<file path="src/rtl/i2c_frame_pkg.sv">
// i2c_frame_pkg -- shared constants and types for the I2C frame assembler.
//   FRAME_BYTES  : bytes per frame (start byte + 12 payload bytes)
//   START_PREFIX : upper six bits that mark a start byte
//   op_e         : operation encodings carried in the start byte's low bits
//   state_e      : assembler FSM states
package i2c_frame_pkg;

  localparam int FRAME_BYTES = 13;
  localparam int FRAME_W     = FRAME_BYTES * 8;
  localparam int IDX_W       = 4;

  localparam logic [5:0] START_PREFIX = 6'b111111;

  typedef enum logic [1:0] {
    ADD = 2'b00,
    SUB = 2'b01,
    MUL = 2'b10,
    DIV = 2'b11
  } op_e;

  typedef enum logic [1:0] {
    IDLE    = 2'd0,
    COLLECT = 2'd1,
    HOLD    = 2'd2
  } state_e;

  function automatic logic is_start(input logic [7:0] b);
    return b[7:2] == START_PREFIX;
  endfunction

endpackage

</file>
<file path="src/rtl/frame_timeout_ctr.sv">
// frame_timeout_ctr -- idle-cycle counter used to abort stalled frames.
// Only instantiated when FRAME_TIMEOUT_EN is defined.
//   clk, rst   : clock, async active-high reset
//   en_i       : assembler is collecting; counter is held at zero otherwise
//   clear_i    : a byte arrived this cycle; restart the idle count
//   expired_o  : this cycle is the TIMEOUT_CYCLES-th consecutive idle cycle
module frame_timeout_ctr #(
  parameter int TIMEOUT_CYCLES = 100000
) (
  input  logic clk,
  input  logic rst,
  input  logic en_i,
  input  logic clear_i,
  output logic expired_o
);

  localparam int CW = $clog2(TIMEOUT_CYCLES + 1);

  logic [CW-1:0] cnt_q, cnt_d;

  // cnt_q holds the number of idle edges already seen, so the edge that
  // would make it TIMEOUT_CYCLES is the expiry edge.
  assign expired_o = en_i && !clear_i && (cnt_q == CW'(TIMEOUT_CYCLES - 1));

  always_comb begin
    cnt_d = cnt_q;
    if (!en_i || clear_i)  cnt_d = '0;
    else if (!expired_o)   cnt_d = cnt_q + CW'(1);
  end

  always_ff @(posedge clk or posedge rst) begin
    if (rst) cnt_q <= '0;
    else     cnt_q <= cnt_d;
  end

endmodule

</file>
<file path="src/rtl/i2c_frame_assembler.sv">
// i2c_frame_assembler -- collects 13-byte frames from an I2C slave receiver.
// A byte whose top six bits are all ones starts a frame; the next 12 bytes are
// taken verbatim. The completed frame is held with frame_valid until accepted.
//   clk, rst      : clock, async active-high reset
//   byte_in       : received byte, qualified by byte_valid (1-cycle strobe)
//   frame         : assembled frame, start byte at [103:96]
//   frame_valid   : frame held, waiting for frame_ready
//   frame_ready   : consumer handshake
//   op            : frame[97:96]
//   busy          : collecting a frame
//   overflow      : sticky, a byte arrived while a frame was pending
//   drop_count    : non-start bytes discarded while idle, saturating
//   timeout_err   : one-cycle pulse when a partial frame is aborted
// Optional: define FRAME_TIMEOUT_EN to abort frames after TIMEOUT_CYCLES idle
// cycles between bytes; otherwise collection waits forever.
module i2c_frame_assembler
  import i2c_frame_pkg::*;
#(
  parameter int TIMEOUT_CYCLES = 100000
) (
  input  logic               clk,
  input  logic               rst,
  input  logic [7:0]         byte_in,
  input  logic               byte_valid,
  output logic [FRAME_W-1:0] frame,
  output logic               frame_valid,
  input  logic               frame_ready,
  output logic [1:0]         op,
  output logic               busy,
  output logic               overflow,
  output logic [7:0]         drop_count,
  output logic               timeout_err
);

  if (TIMEOUT_CYCLES < 1) begin : g_param_chk
    $error("TIMEOUT_CYCLES must be at least 1");
  end

  state_e             state_q, state_d;
  logic [IDX_W-1:0]   idx_q, idx_d;
  logic [FRAME_W-1:0] frame_q, frame_d;
  logic               ovf_q, ovf_d;
  logic [7:0]         drop_q, drop_d;
  logic               take_idle;
  logic               abort;

`ifdef FRAME_TIMEOUT_EN
  logic expired;
  logic tmo_q;

  frame_timeout_ctr #(.TIMEOUT_CYCLES(TIMEOUT_CYCLES)) u_timeout_ctr (
    .clk       (clk),
    .rst       (rst),
    .en_i      (state_q == COLLECT),
    .clear_i   (byte_valid),
    .expired_o (expired)
  );

  // expired is already masked by byte_valid, so an arriving byte wins.
  assign abort = (state_q == COLLECT) && expired;

  always_ff @(posedge clk or posedge rst) begin
    if (rst) tmo_q <= 1'b0;
    else     tmo_q <= abort;
  end

  assign timeout_err = tmo_q;
`else
  assign abort       = 1'b0;
  assign timeout_err = 1'b0;
`endif

  always_comb begin
    state_d   = state_q;
    idx_d     = idx_q;
    frame_d   = frame_q;
    ovf_d     = ovf_q;
    drop_d    = drop_q;
    take_idle = 1'b0;

    unique case (state_q)
      IDLE: take_idle = byte_valid;

      COLLECT: begin
        if (byte_valid) begin
          for (int i = 0; i < FRAME_BYTES; i++) begin
            if (idx_q == IDX_W'(i)) frame_d[(FRAME_BYTES-1-i)*8 +: 8] = byte_in;
          end
          if (idx_q == IDX_W'(FRAME_BYTES - 1)) begin
            state_d = HOLD;
            idx_d   = '0;
          end else begin
            idx_d = idx_q + IDX_W'(1);
          end
        end else if (abort) begin
          state_d = IDLE;
          idx_d   = '0;
        end
      end

      HOLD: begin
        // Acceptance frees the buffer this same cycle, so a coincident byte
        // is handled exactly as if we were already idle.
        if (frame_ready) begin
          state_d   = IDLE;
          take_idle = byte_valid;
        end else if (byte_valid) begin
          ovf_d = 1'b1;
        end
      end

      default: state_d = IDLE;
    endcase

    if (take_idle) begin
      if (is_start(byte_in)) begin
        frame_d[FRAME_W-1 -: 8] = byte_in;
        idx_d                   = IDX_W'(1);
        state_d                 = COLLECT;
      end else if (drop_q != 8'hFF) begin
        drop_d = drop_q + 8'd1;
      end
    end
  end

  always_ff @(posedge clk or posedge rst) begin
    if (rst) begin
      state_q <= IDLE;
      idx_q   <= '0;
      frame_q <= '0;
      ovf_q   <= 1'b0;
      drop_q  <= '0;
    end else begin
      state_q <= state_d;
      idx_q   <= idx_d;
      frame_q <= frame_d;
      ovf_q   <= ovf_d;
      drop_q  <= drop_d;
    end
  end

  assign frame       = frame_q;
  assign op          = frame_q[97:96];
  assign frame_valid = (state_q == HOLD);
  assign busy        = (state_q == COLLECT);
  assign overflow    = ovf_q;
  assign drop_count  = drop_q;

endmodule

</file>
<file path="config.mk">
export PLATFORM = sky130hd
export DESIGN_NAME = i2c_frame_assembler
export DESIGN_NICKNAME = d
export VERILOG_FILES = /design/src/rtl/i2c_frame_pkg.sv /design/src/rtl/frame_timeout_ctr.sv /design/src/rtl/i2c_frame_assembler.sv
export SDC_FILE = /design/constraint.sdc
export NUM_CORES = 1
export LEC_CHECK = 0
export BUFFER_PORTS_ARGS = -buffer_cell sky130_fd_sc_hd__clkbuf_2
export CORE_MARGIN = 10
export CORE_UTILIZATION = 40
export CTS_CLUSTER_DIAMETER = 150
export DETAILED_ROUTE_END_ITERATION = 12
export SLEW_MARGIN = 20
export SYNTH_ARGS = -nofsm -noshare
export SYNTH_HDL_FRONTEND = slang
export SYNTH_SLANG_ARGS = --single-unit
</file>
<file path="constraint.sdc">
create_clock -name clk -period 4.86 [get_ports clk]
set_input_delay 0.972 -clock clk [delete_from_list [all_inputs] [get_ports clk]]
set_output_delay 0.972 -clock clk [all_outputs]
set_load 0.01 [all_outputs]
</file>
* Word level (Yosys, flattened, before mapping)
Index checks and enable logic that the tools add are counted.
Operators by class: $add $sub $neg 2, equality and inequality tests 16, multiplexer cells 30, bitwise logic cells 2, reduce and logical (&&, ||, !) cells 16
Operators by type and width (number):
- 104-bit two-way mux | 2
- 8-bit two-way mux | 15
- 3-bit AND reduction | 14
- 4-bit == test, second input constant | 5
- 4-bit two-way mux | 5
- 4-bit by 3-bit == test with 1-bit output, second input constant | 4
- 2-bit two-way mux | 5
- 8-bit by 1-bit adder with 8-bit output, second input constant | 1
- 4-bit by 2-bit == test with 1-bit output, second input constant | 2
- 8-bit != test, second input constant | 1
- 6-bit == test, second input constant | 1
- 2-bit case mux with 3 select lines | 1
- 4-bit by 1-bit adder with 4-bit output, second input constant | 1
- 4-bit by 1-bit == test with 1-bit output, second input constant | 1
- 4-bit zero test | 1
- 2-bit by 1-bit == test with 1-bit output, second input constant | 1
- 2-bit == test, second input constant | 1
- 2-bit zero test | 1
- 1-bit inverter | 2
- 1-bit case mux with 2 select lines | 1
- 1-bit two-way mux | 1
Word-level totals: bits in registers 119, input port bits 12, output and inout port bits 118, word-level logic and storage cells 83

* Longest topological paths before layout
word-level depth 6, mapped depth 7, gate-level depth less buffers 6

* Worst setup path before layout
Ideal clock, no wire load.
path type input-to-reg, from in byte_valid, to reg frame_q[96], in the netlist frame[96], arrival 2.038 ns, required time 4.732 ns, path slack 2.694 ns, stages 5, cell sequence nand3b_4 -> buf_6 -> nor4b_4 -> nor2_2 -> mux2_1
Between the ends: longest elaborated chain between the ends 4, elaborated cells between the ends (all ways) 6, classes of those cells mux (6)
RTL lines:
- start: declaration | RTL line i2c_frame_assembler.sv:24 | input logic byte_valid,
- 104-bit two-way mux | RTL line i2c_frame_assembler.sv:85 | if (byte_valid) begin
- 104-bit two-way mux | RTL line i2c_frame_assembler.sv:81 | unique case (state_q)
- 8-bit two-way mux | RTL line i2c_frame_assembler.sv:116 | if (is_start(byte_in)) begin
- 8-bit two-way mux * | RTL line i2c_frame_assembler.sv:115 | if (take_idle) begin
- net frame_d[96] | RTL line i2c_frame_assembler.sv:41 | logic [FRAME_W-1:0] frame_q, frame_d;
- end signal: assignment | RTL line i2c_frame_assembler.sv:136 | frame_q <= frame_d;
- end: declaration | RTL line i2c_frame_assembler.sv:41
The timed path passes the listed nets; every way through them passes the cells marked *. A chain may end at the register's enable or synchronous reset.

* Worst setup path in the final report
from in byte_in[2], to reg frame_q[97], in the netlist frame[97]
Between the ends: longest elaborated chain between the ends 3
RTL lines:
- start: declaration | RTL line i2c_frame_assembler.sv:23 | input logic [7:0] byte_in,
- 6-bit == test | RTL line i2c_frame_pkg.sv:28 | return b[7:2] == START_PREFIX;
- 8-bit two-way mux | RTL line i2c_frame_assembler.sv:116
- 8-bit two-way mux | RTL line i2c_frame_assembler.sv:115
- net frame_d[97] | RTL line i2c_frame_assembler.sv:41
The timed path passes the listed nets, and every way through them passes these cells.

==> out/metrics.yaml <==
overflow: 0
grt_util_met3: 0.0746
powerDensity_nw_per_um2: 570
cts-resized-gates: 0
yosysWarningCount: 0
period_needed_ns: 2.38
actual_slew_at_the_worst_max_slew_pin_ns: 0.823
synth_async_sr_flop_share: 1.00
drv.max_cap_violation_count: 0
fraction_of_layout_cells_with_a_size_suffix_above_1: 0.561
detail_route.wirelength_um: 12300
critical_path.reg2reg.endpoint: "frame[97]"
post_synth_edffs: 0
grt_first_pass_wirelength_um: 19400
via_count_of_the_first_global_routing_pass: 3310
critical_path_arrival_ns: 2.67
avgSynthCellArea_um2: 14.7
boundaryPins: 130
vdd_drop_max_v: 0.000327
critPathLaunchType: "input pin"
maxSlewViolCount: 0
clock_skew_ns: 0.00622
ctsHoldBuffers: 0
antenna_cells: 0
cts_max_path_buffers: 2
ys_top_cells_by_area: "dfrtp_1, mux2_2, nand2_1"
most_used_routing_layer: "met2"
layout.cells.most_common: "clkbuf_2"
nets: 478
detailroute.via_count: 3104
floorplan.die.width_um: 130
grt_antenna_before_repair: 0
synth_fp_nets: 344
synth-seq-cells: 119
core_region_area_um2: 11600
die_h_um: 130
yosys.area.top_type_share: 0.620
drt_first_pass_iters: 4
reg2reg_slack_ns: 2.91
holdPathStages: 1
gr-usage-met2: 0.235
slew_headroom: 0.444
cts_buffers: 17
detailedPlacementHpwl_um: 8710
tritoncts: "yes"
cells_after_synth: 327
clock_insertion_delay_worst_skew_ns: 0.41
row_count: 39
path_clk_slew_ns: 0.05
via_per_inst: 5.03
grt_setup_unrepaired: "no"
routed_wire_length_per_instance_um: 20.0
share_of_synthesized_area_occupied_by_flip_flops_and_latches: 0.620
end_kind: "flip-flop"
initial_core_util: 0.415
setup_fix_bufs_post_cts: 0
antenna_left: 0
route.detailed.drc: 0
setup_violations: 0
grt.total_usage: 0.153
holdCritPathClass: "flip-flop to flip-flop"
final_cell_mix: "clkbuf_2, dfrtp_1, mux2_2"
regToRegStartpoint: "idx_q[0]"
grt_use_met1: 0.183
setup-tns-final_ns: 0
synth_top_area_cell: "dfrtp_1"
critPathMaxFanout: 14
clock-root-buffer: "clkbuf_16"
outcome: "complete, no violations"
final_cycle_utilization_of_the_critical_path: 0.489
post_syn_area_um2: 4800
hp-start: "overflow"
tritoncts_num_sinks: 119
pin_count_of_the_biggest_net_entering_global_routing: 63
reg2reg_depth: 5
timing_worst_setup_path_type: "input pin to flip-flop"
globalplace.congestion: 0.795
h_tree_depth_reported_by_cts: 4
instances_no_fill: 617
synthDistinctLibCells: 41
min_delay_endpoint: "overflow"
critical_path_required_ns: 5.15
hold_violations: 0
fmax_mhz: 421
portBuffers: 128
syn2layout_area_growth_pct: 28.8
postSynth.topFlopCell: "dfrtp_1"
dpl.cell_count: 585
static-leakage-power_nw: 3.31
dr.first_iter.drc_count: 169
die_area_um2: 16800
==> synthesized netlist by cell type, drive strengths merged, types with 2 or more instances <==
library cell	count
a21oi	5
buf	6
clkbuf	9
dfrtp	119
ha	5
inv	3
mux2	101
mux2i	4
nand2	24
nand2b	3
nand3	6
nand4	3
nor2	5
nor2b	3
nor3	4
nor3b	3
nor4b	2
o21ai	2
xor2	5
==> sequential cells by signal, summed over array words and instances (netlist names) <==
signal	flops
drop_count	8
frame	104
idx_q	4
overflow	1
state_q	2
==> worst max-delay path, stage by stage <==
cell and delay [ns]:
clkbuf_2 0.31, nand4_1 0.19, nor4bb_1 0.75, nor2_2 0.10, mux2_1 0.34
==> through the flow <==
| step | area [um2] | utilization | setup WS, ns | power [mW] | hold slack [ns] |
|---|---|---|---|---|---|
| 6_report | 6180 | 0.535 | 2.48 | 3.53 | 0.458 |
| 3_5_place_dp | 5560 | 0.481 | 2.08 | 2.25 | 0.448 |
| 2_1_floorplan | 4800 | - | 0.731 | 1.88 | 0.493 |
| 4_1_cts | 6180 | 0.535 | 2.50 | 3.57 | 0.460 |
| 5_1_grt | 6180 | 0.535 | 2.36 | 3.72 | 0.465 |
| 3_3_place_gp | 5560 | 0.481 | 2.17 | 2.24 | 0.451 |
==> report_power, final <==
part           internal (mW)  leakage [nW]  switching [mW]
sequential              1.23          1.59           0.189
clock                  0.839         0.300           0.468
combinational          0.382          1.41           0.413
==> logic make-up (layout without fill, tap and decap cells) <==
family / Yosys count / in the layout / synth area share
adder cells (fa/ha/maj): 5 / 5 / 0.0130
other: 1 / 1 / 0.000781
AO/OA/AOI/OAI: 11 / 11 / 0.0141
AND/OR/NAND/NOR: 63 / 63 / 0.0789
flip-flops: 119 / 119 / 0.620
buffers and inverters: 18 / 165 / 0.0190
multiplexers: 105 / 105 / 0.245
XOR/XNOR: 5 / 5 / 0.00912
==> final cells by class <==
class,instances,area [um2]
well taps,143,179
multi-input cells,190,1730
clock buffers,19,453
flip-flops and latches,119,2980
fillers,999,5380
inverters,3,13.8
repair buffers,130,656
clock inverters,13,171
==> layer usage <==
layer	wire length [um]	share of wire	up-vias
met3	1070	0.086	13
met5	0	0	-
li1	-	-	1420
met2	5860	0.47	94
met1	5250	0.43	1577
met4	167	0.014	0
==> worst max-delay path by stage <==
| stage | startpoint | endpoint | slack [ns] | cells past startpoint |
|---|---|---|---|---|
| after floorplan | rst | drop_count[0] | 0.73 | 1 |
| after global routing | byte_in[3] | frame[97] | 2.36 | 5 |
| after CTS | byte_in[3] | frame[97] | 2.50 | 5 |
| after global placement | byte_in[3] | frame[97] | 2.17 | 5 |
| after detailed placement | byte_in[3] | frame[96] | 2.08 | 5 |
| final | byte_in[2] | frame[97] | 2.48 | 5 |
No activity file was read; power rests on OpenSTA's default activity.
